==> src/rtl/move_monitor.sv <==
// Automated checker for one Knight move: ramp-up, heading tolerance, centre-IR
// crossing count, stop and response byte, reported as pass or a coded error.
module move_monitor #(
   parameter int                 HDG_W     = 12,
   parameter int                 FRWRD_W   = 10,
   parameter logic [HDG_W-1:0]   HDG_TOL   = 12'h02C,
   parameter logic [FRWRD_W-1:0] FRWRD_CHK = 10'h100,
   parameter int                 IR_PER_SQ = 2,
   parameter int                 TMO_W     = 26,
   parameter logic [TMO_W-1:0]   TMO       = 26'h3FF_FFFF,
   parameter logic [7:0]         ACK       = 8'hA5
) (
   input  logic               clk,
   input  logic               rst_n,
   input  logic               start,
   input  logic [HDG_W-1:0]   exp_hdg,
   input  logic [2:0]         exp_sqrs,
   input  logic [FRWRD_W-1:0] frwrd,
   input  logic [HDG_W-1:0]   heading,
   input  logic               cntrIR_n,
   input  logic               resp_rdy,
   input  logic [7:0]         resp,
   output logic               busy,
   output logic               done,
   output logic               pass,
   output logic [2:0]         err,
   output logic [4:0]         ir_cnt,
   output logic [HDG_W-1:0]   max_hdg_err,
   output logic [2:0]         state_dbg
);

   typedef enum logic [2:0] {
      S_IDLE = 3'd0,
      S_RAMP = 3'd1,
      S_MOVE = 3'd2,
      S_STOP = 3'd3,
      S_ACKW = 3'd4,
      S_DONE = 3'd5
   } state_t;

   localparam logic [TMO_W-1:0] TMO_LAST = TMO - TMO_W'(1);
   localparam logic [HDG_W-1:0] HDG_MIN  = {1'b1, {(HDG_W-1){1'b0}}};
   localparam logic [HDG_W-1:0] HDG_MAX  = {1'b0, {(HDG_W-1){1'b1}}};

   state_t             state, nxt_state;
   logic               ir_s1, ir_s2, ir_s3, ir_edge;
   logic [TMO_W-1:0]   timer;
   logic               tmo_hit;
   logic [4:0]         target, ir_cnt_inc;
   logic [2:0]         sq_eff;
   logic [HDG_W-1:0]   hdg_ref, hdg_diff, hdg_abs;
   logic               hdg_chk, hdg_bad;
   logic               start_acc, dec;
   logic [2:0]         dec_err;
   logic               busy_d, done_d;

   assign state_dbg = state;

   // cntrIR rising edge == falling edge of the synchronised active-low pin
   always_ff @(posedge clk or negedge rst_n) begin
      if (!rst_n) begin
         ir_s1 <= 1'b1;
         ir_s2 <= 1'b1;
         ir_s3 <= 1'b1;
      end else begin
         ir_s1 <= cntrIR_n;
         ir_s2 <= ir_s1;
         ir_s3 <= ir_s2;
      end
   end

   assign ir_edge    = ir_s3 & ~ir_s2;
   assign ir_cnt_inc = ir_cnt + 5'd1;
   assign tmo_hit    = (timer >= TMO_LAST);
   assign start_acc  = start && ((state == S_IDLE) || (state == S_DONE));
   assign sq_eff     = (exp_sqrs == 3'd0) ? 3'd1 : exp_sqrs;

   // The most negative difference has no positive twin, so it saturates
   assign hdg_diff = heading - hdg_ref;
   assign hdg_abs  = (hdg_diff == HDG_MIN) ? HDG_MAX :
                     hdg_diff[HDG_W-1]    ? -hdg_diff : hdg_diff;
   assign hdg_chk  = (frwrd >= FRWRD_CHK);
   assign hdg_bad  = hdg_chk && (hdg_abs > HDG_TOL);

   always_ff @(posedge clk or negedge rst_n) begin
      if (!rst_n) state <= S_IDLE;
      else        state <= nxt_state;
   end

   // Priority inside each state: heading error, IR edge / advance, timeout
   always_comb begin
      nxt_state = state;
      dec       = 1'b0;
      dec_err   = 3'd0;
      case (state)
         S_IDLE, S_DONE: nxt_state = start ? S_RAMP : S_IDLE;
         S_RAMP: begin
            if (frwrd != '0)  nxt_state = S_MOVE;
            else if (tmo_hit) begin dec = 1'b1; dec_err = 3'd1; end
         end
         S_MOVE: begin
            if (hdg_bad)      begin dec = 1'b1; dec_err = 3'd4; end
            else if (ir_edge) begin
               if (ir_cnt_inc == target) nxt_state = S_STOP;
            end
            else if (tmo_hit) begin dec = 1'b1; dec_err = 3'd2; end
         end
         S_STOP: begin
            if (ir_edge)             begin dec = 1'b1; dec_err = 3'd3; end
            else if (frwrd == '0)    nxt_state = S_ACKW;
            else if (tmo_hit)        begin dec = 1'b1; dec_err = 3'd5; end
         end
         S_ACKW: begin
            if (resp_rdy)     begin dec = 1'b1; dec_err = (resp == ACK) ? 3'd0 : 3'd6; end
            else if (tmo_hit) begin dec = 1'b1; dec_err = 3'd7; end
         end
         default: nxt_state = S_IDLE;
      endcase
      if (dec) nxt_state = S_DONE;
   end

   always_comb begin
      busy_d = 1'b0;
      done_d = 1'b0;
      case (nxt_state)
         S_RAMP, S_MOVE, S_STOP, S_ACKW: busy_d = 1'b1;
         S_DONE:                         done_d = 1'b1;
         default:                        ;
      endcase
   end

   always_ff @(posedge clk or negedge rst_n) begin
      if (!rst_n) begin
         busy        <= 1'b0;
         done        <= 1'b0;
         pass        <= 1'b0;
         err         <= 3'd0;
         ir_cnt      <= 5'd0;
         max_hdg_err <= '0;
         timer       <= '0;
         target      <= 5'd0;
         hdg_ref     <= '0;
      end else begin
         busy  <= busy_d;
         done  <= done_d;
         timer <= (nxt_state != state) ? '0 : timer + TMO_W'(1);
         if (start_acc) begin
            pass        <= 1'b0;
            err         <= 3'd0;
            ir_cnt      <= 5'd0;
            max_hdg_err <= '0;
            target      <= 5'(IR_PER_SQ) * {2'b00, sq_eff};
            hdg_ref     <= exp_hdg;
         end else begin
            if ((state == S_MOVE) && hdg_chk && (hdg_abs > max_hdg_err))
               max_hdg_err <= hdg_abs;
            if ((state == S_MOVE) && ir_edge && !dec)
               ir_cnt <= ir_cnt_inc;
            if (dec) begin
               err  <= dec_err;
               pass <= (dec_err == 3'd0);
            end
         end
      end
   end

endmodule
==> config.mk <==
export PLATFORM = sky130hd
export DESIGN_NAME = move_monitor
export DESIGN_NICKNAME = d
export VERILOG_FILES = /design/src/rtl/move_monitor.sv
export SDC_FILE = /design/constraint.sdc
export NUM_CORES = 1
export LEC_CHECK = 0
export ABC_CLOCK_PERIOD_IN_PS = 8000
export BUFFER_PORTS_ARGS = -buffer_cell sky130_fd_sc_hd__buf_2
export CORE_ASPECT_RATIO = 0.9
export CORE_MARGIN = 8
export CORE_UTILIZATION = 55
export CTS_CLUSTER_DIAMETER = 100
export DETAILED_ROUTE_END_ITERATION = 6
export GPL_TIMING_DRIVEN = 0
export PLACE_DENSITY = 0.77
export SYNTH_ARGS = -nofsm -noshare
export SYNTH_HDL_FRONTEND = slang
export SYNTH_SLANG_ARGS = --single-unit
==> constraint.sdc <==
create_clock -name clk -period 8 [get_ports clk]
set_clock_uncertainty 0.05 [all_clocks]
set_input_delay 0.8 -clock clk [delete_from_list [all_inputs] [get_ports clk]]
set_output_delay 0.8 -clock clk [all_outputs]
set_load 0.02 [all_outputs]
==> results.md, run 1 <==
* Status: complete, no violations
* Routed Antenna Nets at 0
* Data arrival time of the worst path at 6170 ps
* Fraction of layout instances using a drive strength above 1 at roughly 22%
* Number of antenna violations at the first check in global routing at 0
* Reg clk slew, reported paths at 90 ps
* Pin count of the biggest net entering global routing at 71
* Number of buffers added on ports at 75
* Leading post-synthesis cells by cell area: dfrtp_1 (33%), ha_1 (6.6%), a211oi_2 (5.6%)
* Clk_lat worst skew at between 300 and 400 ps
* Number of search-and-repair iterations in the first detailed-routing pass at 4
* Maximum clock frequency at between 0.15 and 0.2 GHz
* Final Max Tran Viols at 0
* Worst slew margin relative to its limit at 40.8%
* Via-per-instance ratio at 5.78
* Unrepaired setup endpoints after global routing: no
* TritonCTS Buffers at 9
* Floorplan Core Area at 0.00908 mm2
* Post-CTS Repair Setup Buffers at 0
* Maximum root-to-sink buffer count at 2
* Half-perimeter wire length of the detailed placement result at 9770 um
* Wire length of the first global-routing pass at 21300 um
* Final Cycle Share at approximately three quarters
* #FFs+latches synth at 70
* Final standard cell utilization of the core at 64.7%
* Lkg Pwr at 2.65 nW
* CP Launch Type: input port
* Area of the die at 0.0127 mm2
* Setup_tns at 0 ps
* Peak supply drop at slightly above 0.0002 V
* Count of max-cap constraint violations at 0
* Finish-stage setup viols at 0
* Iteration-0 DRC count of the detailed router at 293
* Transition at the pin with the smallest max-transition slack at 880 ps
* Post-synth cell types at 70
* Combined global-route utilization of all metal layers at between 20% and 30%
* Kind of capture point of the worst setup path: register
* Final-stage net count at 733
* CP Data Required Time at 8190 ps
* Clock period minus final worst setup slack at 5980 ps
* Routability congestion estimate at 0.926
* Synth Flop Type: dfrtp_1
* CTS tree: yes
* H-tree Lvls at 3
* Syn-to-layout area delta at 14.7%
* Vertical die dimension at 108 um
* Via count of the first global-routing pass at 4449
* Number of warnings printed during yosys synthesis at 0
* PD cells at between 400 and 500 mW/mm2
* Largest area contributor in the netlist: dfrtp_1
* Number of nets produced by synthesis at 647
* Average cell area after synthesis at 9.00 um2
* Class of the tightest hold or removal check: reg2reg
* Async set-reset flop share out of synthesis at 100%
* WL final at 12600 um
* Post-synthesis instance total at 569
* Gr ovfl total at 0
* Max FO, Critical Path at 10
* Cell area after synthesis at about 0.0051 mm2
* Post-synth top area share at about a third
* Sink Count at 70
* Die outline width at approximately 120 um
* Routed length per placed instance at 16.2 um
* Count of hold-fix buffers inserted at cts at 0
* Register area share after synthesis at 34.3%
* Ant diodes at 0
* Vias post-DR at between 4000 and 5000
* Number of design rule violations left after detail routing at 0
* Final hold violations at 0
* CP Class: in2reg
* Rows at 33
* Boundary Pins at 76
* Initial standard-cell utilization of the core at a little under three fifths
* Post-CTS resize count at 0
* Count of flip-flops with a built-in enable after synthesis at 0
* Library cell used as clock root buffer: clkbuf_8
metrics by stage:
| stage | cells | hold slack, ps | total power (W) | setup slack, ps | instance area, um2 |
|---|---|---|---|---|---|
| after floorplan | 569 | 295 | 0.00176 | 2490 | 5120 |
| after global placement | 766 | 295 | 0.00209 | 1710 | 5650 |
| after detailed placement | 766 | 300 | 0.00214 | 1700 | 5650 |
| after CTS | 782 | 301 | 0.00248 | 2040 | 5870 |
| after global routing | 782 | 308 | 0.00270 | 1660 | 5870 |
| final | 782 | 297 | 0.00248 | 2020 | 5870 |
worst paths after layout:
| path | endpoint | start | slack (ps) | depth (start not counted) |
|---|---|---|---|---|
| worst max-delay path | max_hdg_err[11]$_DFFE_PN0P_ | heading[0] | 2020 | 24 |
| worst min-delay path | ir_s2$_DFF_PN1_ | ir_s1$_DFF_PN1_ | 300 | 0 |
| worst max register to register | max_hdg_err[11]$_DFFE_PN0P_ | hdg_ref[0]$_DFFE_PN0P_ | 2260 | 22 |
| worst min register to register | ir_s2$_DFF_PN1_ | ir_s1$_DFF_PN1_ | 300 | 0 |
| max in group asynchronous | timer[15]$_DFF_PN0_ | rst_n | 6810 | 1 |
| min in group asynchronous | hdg_ref[6]$_DFFE_PN0P_ | rst_n | 510 | 1 |
area by class of cell:
cell class                 count  area, um2
timing repair buffer          75        378
tap                          122        153
fill                         795       3210
clock buffer                   9        124
buffer                        22        103
sequential                    70       1760
clock inverter                 7       97.6
multi-input combinational    440       3120
inverter                      37        139
critical path, stage by stage:
cell      delay [ps]
buf_2            100
inv_1             70
ha_1             190
inv_1             60
fa_1             440
a21o_1           210
a211o_1          360
a311o_1          440
o311a_2          450
a211oi_2         460
nor2_1           150
inv_1             80
ha_1             240
a21o_1           160
a21oi_1          150
nor2b_1           60
o21ai_0          140
nand2b_1          80
a21oi_1          140
nor2b_1           50
o21ai_0          160
a221o_1          230
buf_1            540
mux2_2           410
synth_stat cells, types with 7 or more instances:
library cell  number
dfrtp_1           67
nand2_1           67
nor2_1            41
inv_1             36
nand3_1           28
o21ai_0           28
ha_1              27
xor2_1            24
a211oi_2          23
a21oi_1           20
xnor2_1           20
clkbuf_1          15
mux2i_1           11
nor2b_1           11
and2_1             9
nor3_1             9
and3_1             8
a211oi_1           7
o211ai_1           7
routing by layer:
metal | wire length (um) | up-vias | GRT usage, % | share of wire, %
li1 | - | 2217 | - | -
met1 | 6010 | 2200 | 26.6 | 48
met2 | 5920 | 99 | 33.1 | 47
met3 | 620 | 6 | 4.56 | 4.9
met4 | 82 | 0 | 5.66 | 0.65
met5 | 0 | - | 0 | 0
registers in the layout, summed over array words and instances, names as in the netlist, 3 cells and up:
| signal | flops |
|---|---|
| err | 3 |
| hdg_ref | 12 |
| ir_cnt | 5 |
| max_hdg_err | 12 |
| state_dbg | 3 |
| target | 3 |
| timer | 26 |
placed cells by master, fill, tap and decap left out, drive strengths merged, types with 7 or more instances in the layout:
cell / instances
and2: 9
nor2b: 11
inv: 38
nor3: 9
nand2: 67
a211oi: 30
buf: 82
nand3: 28
mux2i: 11
o21ai: 29
o211ai: 7
clkbuf: 24
and3: 8
dfrtp: 67
a21oi: 20
nor2: 41
xor2: 24
xnor2: 20
ha: 27
power by group:
part,total [W],switching [W],internal (W)
combinational,0.00166,0.00104,0.000625
clock,0.000326,0.000149,0.000177
sequential,0.000488,0.0000494,0.000438
kinds of logic after synthesis:
logic type | count (synthesis) | share of synthesized area (%)
xor gates and xnor gates | 44 | 7.53
and+or+nand+nor | 214 | 21.4
buffers and inverters | 59 | 4.72
DFF | 70 | 34.3
adders and majority gates | 28 | 6.99
muxes | 17 | 3.47
AOI/OAI and AO/OA | 137 | 21.6
Power figures use the tool's default switching activity.
==> run 2: changes to the inputs <==
- ABC_CLOCK_PERIOD_IN_PS: 8000 -> 5850
- clock period: 8 -> 5.85 ns (I/O delays scaled with it)
==> run 2 against run 1 <==
  * Worst hold slack worse by 26 ps
  * Register-to-register slack worse by 1900 ps
  * Cell area hardly changed
  * Combinational power is 38% higher
  * Sequential share of layout area hardly changed
  * Flip-flop and latch count stayed put
  * Global-route usage stayed put
  * Final cell count stayed put
  * Power is 37% higher
==> results.md, run 2 (synthesis results as in run 1) <==
* Largest registers ranked by flip-flop count: timer x26, hdg_ref x12, max_hdg_err x12 (unchanged)
* Reg clk slew, reported paths at 80 ps (was 90 ps)
* Commonest non-fill, non-tap cell in the layout: buf_2 (unchanged)
* Routability congestion estimate at 0.926 (unchanged)
* Iteration-0 DRC count of the detailed router at 276 (was 293)
* Placed instance count at 766 (unchanged)
* Ant diodes at 0 (unchanged)
* Maximum clock frequency at 0.181 GHz
* CP Launch Type: input port (unchanged)
* Class of the tightest hold or removal check: in2reg (was reg2reg)
* CP Data Required Time at 6040 ps (was 8190 ps)
* Transition at the pin with the smallest max-transition slack at 908 ps (was 880 ps)
* Worst Path Buf+Inv at 5 (unchanged)
* Number of design rule violations left after detail routing at 0 (unchanged)
* Kind of capture point of the worst setup path: register (unchanged)
* Gr ovfl total at 0 (unchanged)
* Area of the die at 0.0127 mm2 (unchanged)
* Max FO, Critical Path at 10 (unchanged)
* Routed length per placed instance at 16.3 um (was 16.2 um)
* Origin of the worst setup path: heading[0] (unchanged)
* Top library cells by usage in the layout, fill and taps aside: buf_2 (78), nand2_1 (67), dfrtp_1 (67), nor2_1 (41), inv_1 (36) (unchanged)
* Die outline width at 118 um (unchanged)
* Clk_lat worst skew at 360 ps (about the same)
* Largest reg by FF count: timer (unchanged)
* Wire length of the first global-routing pass at 21300 um (unchanged)
* Slowest cell on the critical path: a211oi_2 (was buf_1)
* Initial standard-cell utilization of the core at 56.4% (unchanged)
* Number of search-and-repair iterations in the first detailed-routing pass at 5 (was 4)
* Via-per-instance ratio at 5.80 (was 5.78)
* Critical R2R Launch: hdg_ref[0]$_DFFE_PN0P_ (unchanged)
* Layout Cells excl Fill at 782 (unchanged)
* Fill cells at 797 (was 795)
* Number of antenna violations at the first check in global routing at 0 (unchanged)
* Count of max-cap constraint violations at 0 (unchanged)
* Final Cycle Share at 94.7%
* Sink Count at 70 (unchanged)
* Rows at 33 (unchanged)
* Peak supply drop at 0.000284 V (was 0.000207 V)
* Final-stage net count at 733 (unchanged)
* Setup_tns at 0 ps (unchanged)
* Clock period minus final worst setup slack at 5540 ps
* Routed Antenna Nets at 0 (unchanged)
* Fraction of layout instances using a drive strength above 1 at 22.4% (was 22.1%)
* Vertical die dimension at 108 um (unchanged)
* Vias post-DR at 4532 (was 4522)
* Via count of the first global-routing pass at 4449 (unchanged)
* Worst slew margin relative to its limit at 39.5% (was 40.8%)
* WL final at 12800 um (was 12600 um)
* Unrepaired setup endpoints after global routing: no (unchanged)
* Boundary Pins at 76 (unchanged)
* Data arrival time of the worst path at 5730 ps (was 6170 ps)
* Number of buffers added on ports at 75 (unchanged)
* CTS tree: yes (unchanged)
* Cells traversed along the worst timing path: buf_2 -> inv_1 -> ha_1 -> inv_1 -> fa_1 -> a21o_1 -> a211o_1 -> a311o_1 -> o311a_2 -> a211oi_2 -> nor2_1 -> inv_1 -> ha_1 -> a21o_1 -> a21oi_1 -> nor2b_1 -> o21ai_0 -> nand2b_1 -> a21oi_1 -> nor2b_1 -> o21ai_0 -> a221o_1 -> clkbuf_2 -> mux2_2 (was buf_2 -> inv_1 -> ha_1 -> inv_1 -> fa_1 -> a21o_1 -> a211o_1 -> a311o_1 -> o311a_2 -> a211oi_2 -> nor2_1 -> inv_1 -> ha_1 -> a21o_1 -> a21oi_1 -> nor2b_1 -> o21ai_0 -> nand2b_1 -> a21oi_1 -> nor2b_1 -> o21ai_0 -> a221o_1 -> buf_1 -> mux2_2)
* Top cell by count, worst path: inv_1 (unchanged)
* Final hold slack at 271 ps (was 297 ps)
* Flip-flop count of the largest register, all copies and words added at 26 (unchanged)
* Status: complete, no violations (unchanged)
* Pin count of the biggest net entering global routing at 71 (unchanged)
* Syn-to-layout area delta at 14.8% (was 14.7%)
* PD cells at 578 mW/mm2 (was 422 mW/mm2)
* H-tree Lvls at 3 (unchanged)
* TritonCTS Buffers at 9 (unchanged)
* Count of hold-fix buffers inserted at cts at 0 (unchanged)
* Finish-stage setup viols at 0 (unchanged)
* Max stage delay on crit path at 460 ps (was 540 ps)
* Worst hold path startpoint: cntrIR_n (was ir_s1$_DFF_PN1_)
* Floorplan Core Area at 0.00908 mm2 (unchanged)
* Half-perimeter wire length of the detailed placement result at 9770 um (unchanged)
* CP Class: in2reg (unchanged)
* Crit path max-delay family: compound AO/OA/AOI/OAI gates (unchanged)
* Combined global-route utilization of all metal layers at 20.3% (unchanged)
* Lkg Pwr at 2.65 nW (about the same)
* Final standard cell utilization of the core at 64.7% (about the same)
* Final hold violations at 0 (unchanged)
* Final Max Tran Viols at 0 (unchanged)
* Maximum root-to-sink buffer count at 2 (unchanged)
* Library cell used as clock root buffer: clkbuf_8 (unchanged)
run 2: changes by cell type in the layout (fill, tap and decap cells not counted), sizes merged:
cell    change
clkbuf      +1
buf         -1
run 2: path summary, 6_finish.rpt:
check / to / slack [ps] / cells past startpoint
setup / recovery: max_hdg_err[11]$_DFFE_PN0P_ / 310 / 24
hold / removal: ir_s1$_DFF_PN1_ / 270 / 1
setup reg to reg: max_hdg_err[11]$_DFFE_PN0P_ / 340 / 22
hold reg to reg: ir_s2$_DFF_PN1_ / 300 / 0
max in group asynchronous: ir_cnt[0]$_DFFE_PN0P_ / 4860 / 1
min in group asynchronous: hdg_ref[6]$_DFFE_PN0P_ / 290 / 1
run 2: timing repair:
action	4_1_cts	5_1_grt
setup buffers	0	0
gates resized for setup	0	2
endpoints found under the setup margin	0	10
run 2: stage by stage:
step	cell area, um2	worst slack, ps	power, W
global placement	5650	-229	0.00286
finish	5880	313	0.00340
CTS	5870	109	0.00338
detailed placement	5650	-239	0.00293
global route	5880	0.532	0.00370
floorplan	5120	555	0.00241
run 2: power breakdown:
| part | switching, W | internal [W] |
|---|---|---|
| logic | 0.00143 | 0.000857 |
| registers | 0.0000683 | 0.000599 |
| clock network | 0.000204 | 0.000241 |
run 2: metal layers:
layer / vias to the layer above / wire length, um / global-route usage, %
li1: 2220 / - / -
met1: 2181 / 6080 / 26.6
met3: 15 / 675 / 4.56
met2: 116 / 5860 / 33.1
met5: - / 0 / 0
met4: 0 / 151 / 5.66
run 2: layout make-up:
cell class | count | area, um2 | share of cell area, %
plain buffers | 22 | 104 | 1.77
clock buffers | 9 | 124 | 2.11
clock inverters | 7 | 97.6 | 1.66
inverters | 37 | 139 | 2.36
multi-input cells | 440 | 3130 | 53.2
flip-flops and latches | 70 | 1760 | 29.9
well taps | 122 | 153 | 2.60
repair buffers | 75 | 378 | 6.43
run 2: worst reg2reg max path, stage by stage (launching register included):
cell,delay (ps)
dfrtp_1,360
ha_1,200
inv_1,60
fa_1,440
a21o_1,210
a211o_1,360
a311o_1,440
o311a_2,450
a211oi_2,460
nor2_1,150
inv_1,80
ha_1,240
a21o_1,160
a21oi_1,150
nor2b_1,60
o21ai_0,140
nand2b_1,80
a21oi_1,140
nor2b_1,50
o21ai_0,160
a221o_1,240
clkbuf_2,330
mux2_2,380
==> run 3: changes to the inputs <==
- ABC_AREA: not set -> 1
- ABC_CLOCK_PERIOD_IN_PS: 5850 -> 7050
- CTS_CLUSTER_DIAMETER: 100 -> 150
- clock period: 5.85 -> 7.05 ns (I/O delays scaled with it)
==> run 3 against run 2 <==
  * Synthesized area down 2.0%
  * Synthesized cell count up 15%
  * Flip-flop and latch count unchanged
  * Worst hold slack better by 45 ps
  * Combinational power down 23%
  * Core utilization down 0.89 points
  * Highest routed layer unchanged
==> results.md, run 3 <==
* Status: complete, no violations (unchanged)
* Data arrival time of the worst path at 4930 ps (was 5730 ps)
* Fraction of layout instances using a drive strength above 1 at 22.6% (was 22.4%)
* Area taken by multi-input logic gates at 0.00282 mm2 (was 0.00313 mm2)
* TritonCTS Buffers at 9 (unchanged)
* Transition at the pin with the smallest max-transition slack at 846 ps (was 908 ps)
* Final standard cell utilization of the core at 63.8% (was 64.7%)
* Setup_tns at 0 ps (unchanged)
* Synth Flop Type: dfrtp_1 (unchanged)
* Gr ovfl total at 0 (unchanged)
* Final critical-path setup slack at 2300 ps (was 313 ps)
* CTS tree: yes (unchanged)
* WL final at 11400 um (was 12800 um)
* Register area share after synthesis at 35.0% (was 34.3%)
* Finish-stage setup viols at 0 (unchanged)
* Final-stage net count at 818 (was 733)
* #FFs+latches synth at 70 (unchanged)
* Routed length per placed instance at 13.1 um (was 16.3 um)
* Via count of the first global-routing pass at 4437 (was 4449)
* Max FO, Critical Path at 10 (unchanged)
* Area of the die at 0.0124 mm2 (was 0.0127 mm2)
* Async set-reset flop share out of synthesis at 100% (unchanged)
* Largest reg by FF count: timer (unchanged)
* Lkg Pwr at 2.96 nW (was 2.65 nW)
* Syn-to-layout area delta at 14.5% (was 14.8%)
* Post-synth top area share at 33.4% (was 32.7%)
* Class of the tightest hold or removal check: reg2reg (was in2reg)
* Combined global-route utilization of all metal layers at 19.3% (was 20.3%)
* Post-CTS Repair Setup Buffers at 0 (unchanged)
* Pin count of the biggest net entering global routing at 71 (unchanged)
* Routed Antenna Nets at 0 (unchanged)
* PD cells at 461 mW/mm2 (was 578 mW/mm2)
* Number of buffers added on ports at 75 (unchanged)
* Commonest non-fill, non-tap cell in the layout: nand2_1 (was buf_2)
* Cell area after synthesis at 0.00502 mm2 (was 0.00512 mm2)
* Number of warnings printed during yosys synthesis at 0 (unchanged)
* CP Class: in2reg (unchanged)
* Flip-flop count of the largest register, all copies and words added at 26 (unchanged)
* Dominant cell by count in the synthesized netlist: nand2_1
* Number of design rule violations left after detail routing at 0 (unchanged)
* Fill cells at 806 (was 797)
* Unrepaired setup endpoints after global routing: no (unchanged)
* Average cell area after synthesis at 7.67 um2 (was 9.00 um2)
* Die outline width at 117 um (was 118 um)
* Number of stages on the worst hold path at 0 (was 1)
* Sink Count at 70 (unchanged)
* Final hold violations at 0 (unchanged)
* Total Power Consumption at 0.00265 W (was 0.00340 W)
* Clk_lat worst skew at 360 ps (about the same)
* Number of nets produced by synthesis at 732 (was 647)
* Final Max Tran Viols at 0 (unchanged)
* Peak supply drop at 0.000184 V (was 0.000284 V)
* CP Launch Type: input port (unchanged)
* Post-CTS resize count at 0 (unchanged)
* Count of flip-flops with a built-in enable after synthesis at 0 (unchanged)
* Maximum root-to-sink buffer count at 2 (unchanged)
* Initial standard-cell utilization of the core at 55.7% (was 56.4%)
* Iteration-0 DRC count of the detailed router at 183 (was 276)
* Count of hold-fix buffers inserted at cts at 0 (unchanged)
* Final Cycle Share at 67.4%
* Maximum clock frequency at 0.210 GHz
* Kind of capture point of the worst setup path: register (unchanged)
* Placement Cell Area at 0.00555 mm2 (was 0.00565 mm2)
* Library cell used as clock root buffer: clkbuf_8 (unchanged)
* Vertical die dimension at 107 um (was 108 um)
* Reg clk slew, reported paths at 90 ps (was 80 ps)
* CP Data Required Time at 7230 ps (was 6040 ps)
* Clock period minus final worst setup slack at ~4800 ps
* Largest area contributor in the netlist: dfrtp_1 (unchanged)
* Count of max-cap constraint violations at 0 (unchanged)
* Largest registers ranked by flip-flop count: timer x26, hdg_ref x12, max_hdg_err x12 (unchanged)
* Worst slew margin relative to its limit at 42.1% (was 39.5%)
* H-tree Lvls at 3 (unchanged)
* Rows at 33 (unchanged)
* Most frequent cells after synthesis: nand2_1 (155), inv_1 (99), dfrtp_1 (67) (was dfrtp_1 (67), nand2_1 (67), nor2_1 (41))
* Non-Filler Cell Area, Final at 0.00574 mm2 (was 0.00588 mm2)
* Boundary Pins at 76 (unchanged)
* Routability congestion estimate at 0.900 (was 0.926)
* Number of search-and-repair iterations in the first detailed-routing pass at 4 (was 5)
* Wire length of the first global-routing pass at 19600 um (was 21300 um)
* Via-per-instance ratio at 5.07 (was 5.80)
* Post-synthesis instance total at 654 (was 569)
* Vias post-DR at 4395 (was 4532)
* Post-synth cell types at 44 (was 70)
* Ant diodes at 0 (unchanged)
* Half-perimeter wire length of the detailed placement result at 8980 um (was 9770 um)
* Leading post-synthesis cells by cell area: dfrtp_1 (33%), nand2_1 (12%), inv_1 (7.4%) (was dfrtp_1 (33%), ha_1 (6.6%), a211oi_2 (5.6%))
* Top library cells by usage in the layout, fill and taps aside: nand2_1 (155), inv_1 (99), buf_2 (74), dfrtp_1 (67), nand3_1 (56) (was buf_2 (78), nand2_1 (67), dfrtp_1 (67), nor2_1 (41), inv_1 (36))
* Minimum setup slack after placement at 2000 ps (was -239 ps)
* R2R depth at 23 (was 22)
* Floorplan Core Area at 0.00900 mm2 (was 0.00908 mm2)
* Area of all sequential standard cells at 0.00176 mm2 (unchanged)
* Number of antenna violations at the first check in global routing at 0 (unchanged)
==> run 3: changes by cell type after synthesis, sizes merged, moves of 13 or more <==
cell	previous run	this run
nand2	67	178
inv	37	102
nor2	41	80
nand3	28	64
a211oi	30	0
xnor2	20	7
==> run 3: cell families (layout without fill, tap and decap cells) <==
group / Yosys count / after routing / synth area share [%]
and+or+nand+nor: 353 / 353 / 36.7
buffers and inverters: 110 / 201 / 8.88
DFF: 70 / 70 / 35.0
AOI/OAI and AO/OA: 65 / 65 / 7.46
xor gates and xnor gates: 28 / 28 / 4.89
adders and majority gates: 28 / 28 / 7.13
==> run 3: power breakdown <==
group | total, W | switching (W) | leakage, nW | internal (W)
logic | 0.00176 | 0.00117 | 1.95 | 0.000593
registers | 0.000556 | 0.0000525 | 0.919 | 0.000503
clock network | 0.000334 | 0.000170 | 0.0956 | 0.000164
total | 0.00265 | 0.00139 | 2.96 | 0.00126
==> run 3: final timing paths <==
| check | to | slack, ps | from |
|---|---|---|---|
| setup / recovery | max_hdg_err[11]$_DFFE_PN0P_ | 2300 | heading[0] |
| hold / removal | ir_s2$_DFF_PN1_ | 320 | ir_s1$_DFF_PN1_ |
| setup reg to reg | max_hdg_err[11]$_DFFE_PN0P_ | 2450 | hdg_ref[0]$_DFFE_PN0P_ |
| hold reg to reg | ir_s2$_DFF_PN1_ | 320 | ir_s1$_DFF_PN1_ |
| max in group asynchronous | timer[8]$_DFF_PN0_ | 5980 | rst_n |
| min in group asynchronous | max_hdg_err[6]$_DFFE_PN0P_ | 400 | rst_n |
==> run 3: per-layer routing <==
metal  share of wire (%)  global-route usage [%]  routed length (um)
met5                   0                       0                   0
met4                 1.3                    6.48                 144
met3                 7.3                    3.48                 832
met2                  45                    31.8                5130
met1                  46                    25.0                5280
==> run 3: area by class of cell <==
cell class              count  share of cell area (%)
plain buffers               7                    1.02
clock buffers               9                    2.16
clock inverters             7                    1.26
inverters                 103                    6.73
multi-input cells         474                    49.0
flip-flops and latches     70                    30.6
well taps                 122                    2.66
repair buffers             75                    6.58
==> run 3: critical path: stages <==
cell and delay [ps]:
buf_2 100, inv_1 60, ha_1 130, inv_1 80, fa_1 450, nand3_1 180
nand2_2 100, nand2_1 90, nand2_1 60, nand2_1 60, nand2_1 100, inv_1 110
nand4_1 120, a2111oi_0 690, ha_1 240, nand2_1 70, inv_1 70, nand3_1 60
nor3_1 210, nand2_1 90, o2111ai_1 100, nand3_1 230, nand2_1 350, clkbuf_1 340
o21ai_0 140
==> run 3: per-stage QoR <==
stage / cells / hold slack [ps]
floorplan: 654 / 295
global placement: 851 / 299
detailed placement: 851 / 311
CTS: 867 / 314
global route: 867 / 313
finish: 867 / 317
